## src/rtl/imem_loader.sv

```systemverilog
// imem_loader: boot-time program loader for the instruction memory.
// Receives a byte stream (valid/ready), reads a 2-byte big-endian word
// count, assembles big-endian 32-bit words and writes them to consecutive
// word-aligned addresses while holding the core in reset.
// Optional feature macro: IMEM_LOADER_CHECKSUM_EN adds a trailing XOR
// checksum byte that must match before the core is released.
module imem_loader #(
  parameter int DEPTH = 256,
  parameter int CNT_W = 16
) (
  input  logic             clk,
  input  logic             reset,
  input  logic             start,
  input  logic [7:0]       byte_in,
  input  logic             byte_valid,
  output logic             byte_ready,
  output logic             mem_we,
  output logic [31:0]      mem_addr,
  output logic [31:0]      mem_wdata,
  output logic             core_reset,
  output logic             done,
  output logic             error,
  output logic [CNT_W-1:0] words_loaded
);

`ifdef IMEM_LOADER_CHECKSUM_EN
  typedef enum logic [2:0] {
    S_IDLE = 3'd0,
    S_HDR  = 3'd1,
    S_LOAD = 3'd2,
    S_CHK  = 3'd3,
    S_DONE = 3'd4,
    S_ERR  = 3'd5
  } state_t;
`else
  typedef enum logic [2:0] {
    S_IDLE = 3'd0,
    S_HDR  = 3'd1,
    S_LOAD = 3'd2,
    S_DONE = 3'd4,
    S_ERR  = 3'd5
  } state_t;
`endif

  // Largest legal word count, widened by one bit so the compare cannot overflow.
  localparam logic [CNT_W:0] MAX_WORDS = (CNT_W+1)'(DEPTH);

  state_t           state_q, state_d;
  logic [1:0]       lane_q, lane_d;
  logic [31:0]      word_q, word_d;
  logic [CNT_W-1:0] count_q, count_d;
  logic [CNT_W-1:0] words_q, words_d;
  logic             byte_ready_q, byte_ready_d;
  logic             mem_we_q, mem_we_d;
  logic [31:0]      mem_addr_q, mem_addr_d;
  logic [31:0]      mem_wdata_q, mem_wdata_d;
  logic             core_reset_q, core_reset_d;
  logic             done_q, done_d;
  logic             error_q, error_d;
`ifdef IMEM_LOADER_CHECKSUM_EN
  logic [7:0]       csum_q, csum_d;
`endif

  logic             accept;
  logic [CNT_W-1:0] hdr_count;
  logic [31:0]      next_word;

  // Next-state and next-output computation; every output is registered from
  // the next state so nothing downstream sees combinational glitches.
  always_comb begin
    state_d      = state_q;
    lane_d       = lane_q;
    word_d       = word_q;
    count_d      = count_q;
    words_d      = words_q;
    mem_we_d     = 1'b0;
    mem_addr_d   = mem_addr_q;
    mem_wdata_d  = mem_wdata_q;
`ifdef IMEM_LOADER_CHECKSUM_EN
    csum_d       = csum_q;
`endif
    accept       = byte_valid & byte_ready_q;
    hdr_count    = CNT_W'({word_q[7:0], byte_in});
    next_word    = {word_q[23:0], byte_in};

    case (state_q)
      S_IDLE: begin
        lane_d = 2'd0;
        word_d = 32'd0;
        if (start) begin
          state_d = S_HDR;
        end
      end

      S_HDR: begin
        if (accept) begin
          if (lane_q == 2'd0) begin
            word_d = next_word;
            lane_d = 2'd1;
          end else begin
            count_d = hdr_count;
            lane_d  = 2'd0;
            word_d  = 32'd0;
            if (hdr_count == '0) begin
`ifdef IMEM_LOADER_CHECKSUM_EN
              state_d = S_CHK;
`else
              state_d = S_DONE;
`endif
            end else if ({1'b0, hdr_count} > MAX_WORDS) begin
              state_d = S_ERR;
            end else begin
              state_d = S_LOAD;
            end
          end
        end
      end

      S_LOAD: begin
        if (words_q == count_q) begin
          // The final write is on the bus this cycle; leave LOAD next edge.
`ifdef IMEM_LOADER_CHECKSUM_EN
          state_d = S_CHK;
`else
          state_d = S_DONE;
`endif
        end else if (accept) begin
`ifdef IMEM_LOADER_CHECKSUM_EN
          csum_d = csum_q ^ byte_in;
`endif
          if (lane_q == 2'd3) begin
            mem_we_d    = 1'b1;
            mem_wdata_d = next_word;
            mem_addr_d  = 32'(words_q) << 2;
            words_d     = words_q + CNT_W'(1);
            word_d      = 32'd0;
            lane_d      = 2'd0;
          end else begin
            word_d = next_word;
            lane_d = lane_q + 2'd1;
          end
        end
      end

`ifdef IMEM_LOADER_CHECKSUM_EN
      S_CHK: begin
        if (accept) begin
          state_d = (byte_in == csum_q) ? S_DONE : S_ERR;
        end
      end
`endif

      S_DONE: state_d = S_DONE;
      S_ERR:  state_d = S_ERR;
      default: state_d = S_IDLE;
    endcase

    // Ready is withheld as soon as the last word completes, so no byte past
    // the declared count is ever consumed.
    byte_ready_d = (state_d == S_HDR) ||
                   ((state_d == S_LOAD) && (words_d != count_d));
`ifdef IMEM_LOADER_CHECKSUM_EN
    if (state_d == S_CHK) begin
      byte_ready_d = 1'b1;
    end
`endif
    core_reset_d = (state_d != S_DONE);
    done_d       = (state_d == S_DONE);
    error_d      = (state_d == S_ERR);
  end

  // State and output registers with synchronous reset back to IDLE.
  always_ff @(posedge clk) begin
    if (reset) begin
      state_q      <= S_IDLE;
      lane_q       <= 2'd0;
      word_q       <= 32'd0;
      count_q      <= '0;
      words_q      <= '0;
      byte_ready_q <= 1'b0;
      mem_we_q     <= 1'b0;
      mem_addr_q   <= 32'd0;
      mem_wdata_q  <= 32'd0;
      core_reset_q <= 1'b1;
      done_q       <= 1'b0;
      error_q      <= 1'b0;
`ifdef IMEM_LOADER_CHECKSUM_EN
      csum_q       <= 8'd0;
`endif
    end else begin
      state_q      <= state_d;
      lane_q       <= lane_d;
      word_q       <= word_d;
      count_q      <= count_d;
      words_q      <= words_d;
      byte_ready_q <= byte_ready_d;
      mem_we_q     <= mem_we_d;
      mem_addr_q   <= mem_addr_d;
      mem_wdata_q  <= mem_wdata_d;
      core_reset_q <= core_reset_d;
      done_q       <= done_d;
      error_q      <= error_d;
`ifdef IMEM_LOADER_CHECKSUM_EN
      csum_q       <= csum_d;
`endif
    end
  end

  assign byte_ready   = byte_ready_q;
  assign mem_we       = mem_we_q;
  assign mem_addr     = mem_addr_q;
  assign mem_wdata    = mem_wdata_q;
  assign core_reset   = core_reset_q;
  assign done         = done_q;
  assign error        = error_q;
  assign words_loaded = words_q;

endmodule

```

## config.mk

```make
export PLATFORM = sky130hd
export DESIGN_NAME = imem_loader
export DESIGN_NICKNAME = d
export VERILOG_FILES = /design/src/rtl/imem_loader.sv
export SDC_FILE = /design/constraint.sdc
export NUM_CORES = 1
export LEC_CHECK = 0
export CELL_PAD_IN_SITES_DETAIL_PLACEMENT = 1
export CELL_PAD_IN_SITES_GLOBAL_PLACEMENT = 1
export CORE_MARGIN = 3
export CORE_UTILIZATION = 38
export DETAILED_ROUTE_END_ITERATION = 16
export PLACE_DENSITY = 0.85
export SYNTH_ARGS = -nofsm -noshare
export SYNTH_HDL_FRONTEND = slang
export SYNTH_SLANG_ARGS = --single-unit
```

## constraint.sdc

```tcl
create_clock -name clk -period 3.2 [get_ports clk]
set_input_delay 0.64 -clock clk [delete_from_list [all_inputs] [get_ports clk]]
set_output_delay 0.64 -clock clk [all_outputs]
set_load 0.005 [all_outputs]
```

* Word-level counts from Yosys, hierarchy flattened *
Index checks and enable logic that the tools add are counted.
Widths: inputs -> output; s select.

storage, ports and cells
  register bits = 114
  input port bits = 12
  output and inout port bits = 85
  logic and storage cells = 70

operators by class
  add/sub/neg operators = 2
  magnitude comparators = 1
  eq/ne operators = 15
  mux-type cells = 27
  bitwise logic cells = 4
  reductions and logical operators = 9

operators by type and width
  kind                   count
  $mux 24                5
  $mux 16                7
  $pmux 24 s3            1
  $mux 3                 6
  $add 16x1->16 const B  1
  $eq 16x16->1           1
  $gt 16x9->1 const B    1
  $logic_not 16->1       1
  $ne 16x16->1           1
  $pmux 3 s5             1
  $eq 3x3->1 const B     4
  $mux 2                 4
  $reduce_and 4->1       2
  $eq 3x1->1 const B     2
  $eq 3x2->1 const B     2
  $ne 2x2->1 const B     3
  $pmux 2 s3             1
  $reduce_or 4->1        1
  $logic_not 3->1        1
  $ne 3x3->1 const B     1
  $not 1->1              3
  $reduce_bool 3->1      1
  $add 2x1->2 const B    1
  $eq 2x2->1 const B     1
  5 further kinds        6

* Logic depth before layout (Yosys ltp) *
Gate-level depths: netlist (run 1).

  depth in word-level cells = 9
  depth in mapped cells = 12
  gate-level depth less buffers = 10

* Least setup slack after synthesis (run 1) *
Ideal clock, no wire load.

  path kind = input-to-reg
  from = in byte_valid
  to = reg byte_ready_q (netlist: byte_ready)
  library setup time = 131 ps
  data arrival time = 2350 ps
  required time = 3069 ps
  setup slack = 719 ps
  stages on the path = 8
  buffers on the path = 1
  cells stage by stage = and3b_1 clkbuf_1 nand2_4 mux2i_4 xnor3_1 or3_1 nor4_1 a31oi_1

on the way
  word-level cells in the longest chain between the ends = 7
  elaborated cells on any way between the ends = 13
  classes of those cells = eq/ne (3); mux (7); bitwise (1); reduce/logical (2)

RTL lines
  item                  line  RTL
  start, declared       15    input logic byte_valid,
  $and 1x1->1 *         82    accept = byte_valid & byte_ready_q;
  $mux 16               127   end else if (accept) begin
  $mux 16               120   if (words_q == count_q) begin
  $mux 16               86    case (state_q)
  $ne 16x16->1          161   ((state_d == S_LOAD) && (words_d != count_d));
  $logic_and 1x1->1     161
  $logic_or 1x1->1 *    160   byte_ready_d = (state_d == S_HDR) ||
  end signal, assigned  196   byte_ready_q <= byte_ready_d;
  end, declared         53    logic byte_ready_q, byte_ready_d;

Mark *: on every way between the ends. The rest lies on a longest branch, timed or not.
A chain may end at the register's enable or synchronous reset.

* Final worst setup path (run 1) *
  from = reg words_q[4] (netlist: words_loaded[4])
  to = reg byte_ready_q (netlist: byte_ready)

on the way
  word-level cells in the longest chain between the ends = 8
  elaborated cells on any way between the ends = 13
  classes of those cells = add/sub (1); eq/ne (4); mux (6); reduce/logical (2)

RTL lines
  item                    line  RTL
  start, declared         52    logic [CNT_W-1:0] words_q, words_d;
  start signal, assigned  195   words_q <= words_d;
  $add 16x1->16           135   words_d = words_q + CNT_W'(1);
  $mux 16                 131   if (lane_q == 2'd3) begin
  $mux 16                 127
  $mux 16                 120
  $mux 16                 86
  $ne 16x16->1            161
  $logic_and 1x1->1       161
  $logic_or 1x1->1 *      160

Marked as above.

==> reports/results.ini, run 1 <==
[floorplan]
die_y_um=122
rows=41
core_sq_um=12800
start_util_pct=39.6
dieArea_sq_um=14800
dieWidth_um=122
ioPinCount=97

[synth]
ys_ff_latch=114
syn_inst=623
async_flop_share_pct=0
yosys.area.top_type=dfxtp_1
synth_area_leaders=dfxtp_1 45%, nand2_1 10%, a21oi_1 8.0%
synth_edf_count=0
synth_cell_types=47
synth_flop_cell=dfxtp_1
synth.avg_cell_area_sq_um=8.15
yosysTopAreaCellShare_pct=44.9
yosys_warnings=0
synth_area_sq_um=5080
ys_seq_area_share_pct=44.9

[job]
cap_violations=0

[placement]
place_congestion=0.919
portBuffers=80
dp.final_hpwl_um=11900
placed_area_sq_um=6110

[sta]
fmax_mhz=320
period_share_pct=97.8
fin_crit_ns=3.13
holdWs_ns=0.453
slew_violations=0
fin_skew_ns=0.0141
rsz0062_at_grt=no
setup_tns_ns=0
finalHoldViolCount=0
worst_slew_pin_slew_ns=0.712
slew_headroom_pct=52.4
setup_viol=0

[cells_and_area]
utilization_pct=52.4
final_cell_mix=137 x nand2_1, 114 x dfxtp_1, 81 x a21oi_1
final_common_cell=nand2_1
final.fill_count=1523
multiInputGateArea_sq_um=2520
nets=727
regArea_sq_um=2280
drive_above_1_share_pct=10.6
fin_area_sq_um=6720
antennaDiodeCount=0
syn_to_final_growth_pct=32.2

[route]
routed_via_density=5.30
drt_iter0_drc=271
first_pass_iters=5
vias=4753
route.met2.wl_um=8040
ant_nets=0
top_layer=met4
wl_met1_um=7260
wl_um=16700
drc=0
wl_met3_um=1020
wl_per_cell_um=18.7

[worst_setup_path]
slowest_delay_ns=0.60
worstPathCellList=xor2_1 -> nor4_1 -> and4_4 -> nor3_1 -> buf_4 -> xnor3_1 -> or3_1 -> nor4_1 -> a31oi_1
crit_type=reg2reg
path_common_cell=nor4_1
endpoint_kind=flop
critical_path_required_ns=3.49
slowest_stage=dfxtp_1
worstPathArrival_ns=3.42
cp-start-kind=flop
crit_fanout=14

[grt]
grt_pass1_wl_um=26800
grt_use_total_pct=23.5
grt_start_max_net_pins=51
grt_overflow_total=0
antenna_found_initial=0
grt_pass1_vias=5014

[clock_network]
cts_buffers=17
htree_levels=4
cts_tree=done
clock_sinks=114
post_cts_buffers=0
cts-root-buf=clkbuf_16
cts.clk_slew.worst_paths_ns=0.05
postCtsHoldBufs=0
clock_path_buffers=2
cts_resized=0
clock_latency_ns=0.42

[pwr]
peakVddDrop_mv=0.335
leakagePower_nw=2.62
power_density_nw_per_um2=522
p_total_w=0.00351

[hold_path]
min_path_type=reg2reg

[run_status]
status=complete, no violations

-- routing by layer --
layer / GRT usage, % / vias to the layer above
li1: - / 2243
met1: 29.6 / 2334
met2: 38.3 / 149
met3: 5.76 / 27
met4: 10.4 / 0
met5: 0 / -
-- final timing paths --
kind	cells past startpoint	slack, ns	endpoint	from
worst max-delay path	9	0.07	byte_ready	words_loaded[4]
worst min-delay path	2	0.45	mem_addr[5]	mem_addr[5]
worst max register to register	9	0.07	byte_ready	words_loaded[4]
worst min register to register	2	0.45	mem_addr[5]	mem_addr[5]
-- cell type report --
cell class	instances	area share [%]
tap	172	3.20
clock buffer	22	7.06
timing repair buffer	116	15.9
inverter	7	0.391
sequential	114	34.0
clock inverter	9	1.94
multi-input combinational	456	37.5
-- metrics by stage --
step | instances | worst slack (ns)
3_5_place_dp | 865 | 0.0241
4_1_cts | 896 | 0.200
5_1_grt | 896 | 0.0443
3_3_place_gp | 865 | 0.0820
2_1_floorplan | 638 | 0.719
6_report | 896 | 0.0704
-- synth_stat cells, types with 2 or more instances --
cell type	instances
dfxtp_1	114
or4_1	2
inv_1	6
buf_4	16
or3_1	2
o21a_1	2
xnor2_1	21
nor2_1	45
nand2b_1	3
clkbuf_1	27
o32a_1	2
nand3_1	35
mux2i_1	15
buf_2	18
nor3_1	5
o22ai_1	3
ha_1	3
and3_1	7
a21oi_1	81
o21ai_0	6
xnor3_1	2
nand2_1	137
nand4_1	6
o221ai_1	2
a31oi_1	4
nor2b_1	4
or2_2	2
xor2_1	24
nor4_1	11
-- logic make-up (layout without fill, tap and decap cells) --
kind of cell    after synthesis  after routing  share of synthesized area [%]
simple gates                269            269                           24.4
flops                       114            114                           44.9
compound gates              105            105                           11.2
buf+inv                      68            154                           6.65
xor+xnor                     47             47                           8.65
mux                          16             16                           3.40
fa+ha+maj                     3              3                          0.739
other cells                   1             16                         0.0738
-- sequential cells by signal (all words and copies together), names as in the netlist, 2 cells and up --
| name | count |
|---|---|
| count_q | 16 |
| lane_q | 2 |
| mem_addr | 16 |
| mem_wdata | 32 |
| state_q | 3 |
| word_q | 24 |
| words_loaded | 16 |
-- critical path: cells and delay by family (launching register included) --
family	cells	cell delay [ns]
flops	1	0.60
xor+xnor	2	0.31
buf+inv	1	0.16
compound gates	1	0.12
simple gates	5	1.83
-- where the power goes --
part	total [W]	switching [W]	internal [W]
Combinational	0.000126	0.0000840	0.0000418
Sequential	0.00144	0.0000134	0.00143
Clock	0.00194	0.000660	0.00128
Total	0.00351	0.000757	0.00275
Power figures use the tool's default switching activity.
==> run 2: changes to the inputs <==
- CTS_CLUSTER_SIZE: unset -> 16
- GPL_ROUTABILITY_DRIVEN: unset -> 0
==> run 2 against run 1 <==
Compared with the run above: cell area shrank 1.5%; hold slack gained 0.0035 ns; worst setup slack improved by 0.32 ns; clock skew down 0.0043 ns; critical path type unchanged; sequential share of layout area is 0.51 points higher; core utilization down 0.78 points; flip-flop and latch count unchanged; non-clock buffer count fell by 6; largest cell class unchanged; clock power decreased by 8%.
==> reports/results.ini, run 2 (same netlist as run 1, synthesis figures left out) <==
[sta]
rsz0062_at_grt=no
finalHoldViolCount=0
slew_headroom_pct=57.8
worst_slew_pin_slew_ns=0.615
period_share_pct=87.7
setup_slack_ns=0.393
fin_crit_ns=2.81
slew_violations=0
fin_skew_ns=0.00977
setup_viol=0
fmax_mhz=356
setup_tns_ns=0

[placement]
portBuffers=80
placed_area_sq_um=6070
pre_cts_slack_ns=0.0744
dp.final_hpwl_um=11800

[clock_network]
post_cts_buffers=0
cts-root-buf=clkbuf_16
clock_path_buffers=2
clock_sinks=114
cts_resized=0
cts.clk_slew.worst_paths_ns=0.05
cts_buffers=17
htree_levels=4
clock_latency_ns=0.42
postCtsHoldBufs=0
cts_tree=done

[worst_setup_path]
cp-start-kind=flop
worstPathCellList=and4_1 -> nand3_1 -> nor4_4 -> xnor3_1 -> or3_1 -> nor4_1 -> a31oi_1
slowest_stage=dfxtp_1
worstPathArrival_ns=3.10
critical_path_required_ns=3.49
endpoint=byte_ready
crit_type=reg2reg
endpoint_kind=flop
rrSetupSlack_ns=0.39
crit_fanout=10
slowest_delay_ns=0.60
rr_worst_depth=7
timing.rr.start=words_loaded[4]
regToRegEndpoint=byte_ready
startpoint=words_loaded[4]

[route]
drt_iter0_drc=335
wl_per_cell_um=18.6
vias=4734
first_pass_iters=4
drc=0
ant_nets=0
wl_um=16500
routed_via_density=5.33

[pwr]
leakagePower_nw=2.57
p_total_w=0.00334
power_density_nw_per_um2=505
peakVddDrop_mv=0.328

[hold_path]
min_path_type=reg2reg

[grt]
grt_overflow_total=0
grt_use_total_pct=23.1
grt_start_max_net_pins=42
grt_pass1_vias=4928
antenna_found_initial=0
grt_pass1_wl_um=26400

[cells_and_area]
drive_above_1_share_pct=9.50
final_cell_mix=137 x nand2_1, 114 x dfxtp_1, 81 x a21oi_1
nets=721
utilization_pct=51.6
regArea_sq_um=2280
multiInputGateArea_sq_um=2520
final.fill_count=1513
antennaDiodeCount=0
largest_reg_flops=32
syn_to_final_growth_pct=30.3
fin_area_sq_um=6620
final_common_cell=nand2_1

[floorplan]
rows=41
die_y_um=122
dieWidth_um=122
ioPinCount=97
start_util_pct=39.6
dieArea_sq_um=14800
core_sq_um=12800

[job]
cap_violations=0

[run_status]
status=complete, no violations

## run 2: layer usage
metal / global-route usage [%] / up-vias / wire length [um]
met1: 29.7 / 2269 / 7100
met3: 6.45 / 39 / 1210
met4: 9.03 / 0 / 455
met2: 36.9 / 205 / 7780
li1: - / 2221 / -
met5: 0 / - / 0
## run 2: where the power goes
| part | switching [W] | total (W) | internal (W) |
|---|---|---|---|
| sequential | 0.0000133 | 0.00144 | 0.00143 |
| combinational | 0.0000809 | 0.000123 | 0.0000416 |
| clock | 0.000616 | 0.00178 | 0.00116 |
## run 2: metrics by stage
stage                     hold WS, ns  cells
final                           0.456    888
after global routing            0.475    888
after CTS                       0.457    888
after detailed placement        0.450    859
after global placement          0.441    859
after floorplan                 0.432    638
## run 2: worst min path at each step
stage,from,end,slack [ns],cells past startpoint
final,mem_wdata[20],mem_wdata[20],0.46,2
after global routing,mem_addr[6],mem_addr[6],0.47,2
after CTS,mem_wdata[20],mem_wdata[20],0.46,2
after detailed placement,word_q[23],word_q[23],0.45,2
after global placement,mem_addr[5],mem_addr[5],0.44,2
after floorplan,word_q[16],mem_wdata[24],0.43,2
## run 2: final cells by class
class / instances / area share [%]
Multi-Input combinational cell: 456 / 38.1
Sequential cell: 114 / 34.5
Timing Repair Buffer: 110 / 15.5
Clock buffer: 22 / 7.01
Tap cell: 172 / 3.25
Clock inverter: 7 / 1.29
Inverter: 7 / 0.397
## run 2: worst max-delay path, delay by kind of cell, from the launching register on
kind            cells  cell delay (ns)
xor+xnor            1             0.27
simple gates        5             1.68
compound gates      1             0.13
flops               1             0.60
==> run 3: changes to the inputs <==
- SKIP_LAST_GASP: unset -> 1
==> results of run 3 <==
The final DEF is identical to that of run 2; final timing and power are the same.
==> edit: new RTL, flow settings as in run 1 <==
The 5 states of `state_t` get a one-hot encoding in 5 bits.
--- a/src/rtl/imem_loader.sv
+++ b/src/rtl/imem_loader.sv
@@ -33,12 +33,12 @@
     S_ERR  = 3'd5
   } state_t;
 `else
-  typedef enum logic [2:0] {
-    S_IDLE = 3'd0,
-    S_HDR  = 3'd1,
-    S_LOAD = 3'd2,
-    S_DONE = 3'd4,
-    S_ERR  = 3'd5
+  typedef enum logic [4:0] {
+    S_IDLE = 5'b00001,
+    S_HDR  = 5'b00010,
+    S_LOAD = 5'b00100,
+    S_DONE = 5'b01000,
+    S_ERR  = 5'b10000
   } state_t;
 `endif
 
Formal check against the unedited RTL: no difference found for any inputs over 4 cycles, from zero or initial values and one cycle with reset high; so few cycles prove little.
==> edit against run 1 <==
  * Final cell count grew 5.6%
  * Design area grew 5.4%
  * Power shrank 0.92%
  * Synthesized area grew 5.4%
  * Global-route usage shrank 0.071 points
  * Setup slack gained 0.14 ns
  * Routed wire length grew 8.0%
  * Synthesized cell count grew 5.0%
  * Sequential cell count grew 2
  * Combinational power grew 21%
  * Critical endpoint unchanged
  * Largest cell class unchanged
  * Highest routed layer is now met5
==> edit: results (changes against run 1) <==
[power_and_ir_drop]
cellLeakagePower_nw=2.61  ; -0.17%
vdd_ir_drop_max_mv=0.349  ; +4.2%

[timing]
holdWs_ns=0.453  ; +0.000349 ns
final.setup_skew_ns=0.0140  ; -0.000108 ns
worstMarginPinSlew_ns=0.711  ; -0.000303 ns
timing.fmax_mhz=335  ; +4.7%

[placed_design]
gp_congestion=0.910  ; -1.0%
dpl.cell_count=916  ; +5.9%
dp_slack_ns=-0.0849  ; -0.109 ns
post-dp-hpwl_um=12900  ; +8.8%
place_area_um2=6510  ; +6.4%
io_buffers=80  ; unchanged

[outcome]
status=completed

[clocking]
cts_buffers=17  ; unchanged
htreeDepth=4  ; unchanged
clk_pin_slew_ns=0.05  ; about the same

[synth]
yosysMostFrequentCell=nand2_1
yosys.cell_types.count=63  ; +34%
syn_avg_cell_area_um2=8.18  ; +0.37%
synthTopCellsByCount=nand2_1, dfxtp_1, a21oi_1
synth-seq-area-share_pct=43.4  ; -1.5 points
netlist_top_cells_area=dfxtp_1, nand2_1, a21oi_1
synthArstFlopShare_pct=0  ; unchanged

[route]
first_iter_violations=313  ; +15%
dr.pass1.iters=6  ; +1
vias=5080  ; +6.9%
wl_per_cell_um=19.1  ; +2.2%
drt_wl_total_um=18100  ; +8.0%

[finish]
fillCellCount=1610  ; +5.7%
largest_reg_flops=32  ; unchanged
final_layout_size_suffix_gt1_share_pct=12.5  ; +1.8 points
diodes=0  ; unchanged
nNetsFinal=774  ; +6.5%

[global_route]
grt_antenna_before_repair=1  ; +1
grt_pass1_wl_um=28900  ; +7.9%
met2_usage_pct=37.3  ; -0.93 points
met1_usage_pct=31.4  ; +1.9 points
globalRouteMet3Util_pct=5.70  ; -0.053 points
grt_usage_pct=23.4  ; -0.071 points
grt_pass1_vias=5233  ; +4.4%
grt_max_degree=65  ; +27%

[hold_path]
hp-class=reg -> reg
whs_endpoint=mem_wdata[23]$_SDFFE_PP0P_
hold_start=mem_wdata[23]$_SDFFE_PP0P_
hold_depth=2  ; unchanged

[setup_path]
crit_fanout=8  ; -6
reg2reg_depth=10  ; +1
cp.arrival_ns=3.28  ; -0.14 ns
r2r-start=count_q[5]$_SDFF_PP0_

## edit: changes by cell type in the layout (fill, tap and decap cells not counted), sizes merged, moves of 3 or more
cell,change
nor3,+4
nand2b,+5
o2bb2ai,+3
nand3b,+3
xnor2,+9
nor4,-6
nand4,+4
xor2,-11
buf,+14
nand2,+12
## edit: kinds of logic (layout without fill, tap and decap cells)
kind of cell	Yosys count	after routing	synth area share [%]
other	1	16	0.0701
flip-flops	116	116	43.4
AND/OR/NAND/NOR	292	292	25.0
multiplexers	17	17	3.23
AO/OA/AOI/OAI	115	115	12.7
XOR/XNOR	45	45	8.18
adder cells (fa/ha/maj)	3	3	0.701
buffers and inverters	65	166	6.73
## edit: final cells by class
cell class	instances	area (um^2)	area share, %
Multi-Input combinational cell	488	2740	38.7
Clock inverter	8	103	1.45
Inverter	6	22.5	0.318
Clock buffer	22	474	6.69
Tap cell	176	220	3.11
Sequential cell	116	2320	32.8
Timing Repair Buffer	130	1200	16.9
## edit: critical path, cell delays in order, from the launching register on
cell      delay, ns
dfxtp_1        0.42
xnor2_1        0.17
nand4_1        0.27
or4_1          0.58
buf_4          0.20
nand2_1        0.12
buf_4          0.16
o311ai_1       0.09
or4_1          0.42
nor4_1         0.31
a31oi_1        0.12
## edit: metal layers
metal  vias up  share of wire [%]
met5         -               0.30
met4         2                1.4
met3        21                4.6
met2       129                 47
met1      2531                 47
li1       2397                  -
## edit: where the power goes
group	total (mW)	internal [mW]	switching, mW
combinational	0.152	0.0414	0.111
sequential	1.46	1.45	0.0114
clock	1.86	1.20	0.664
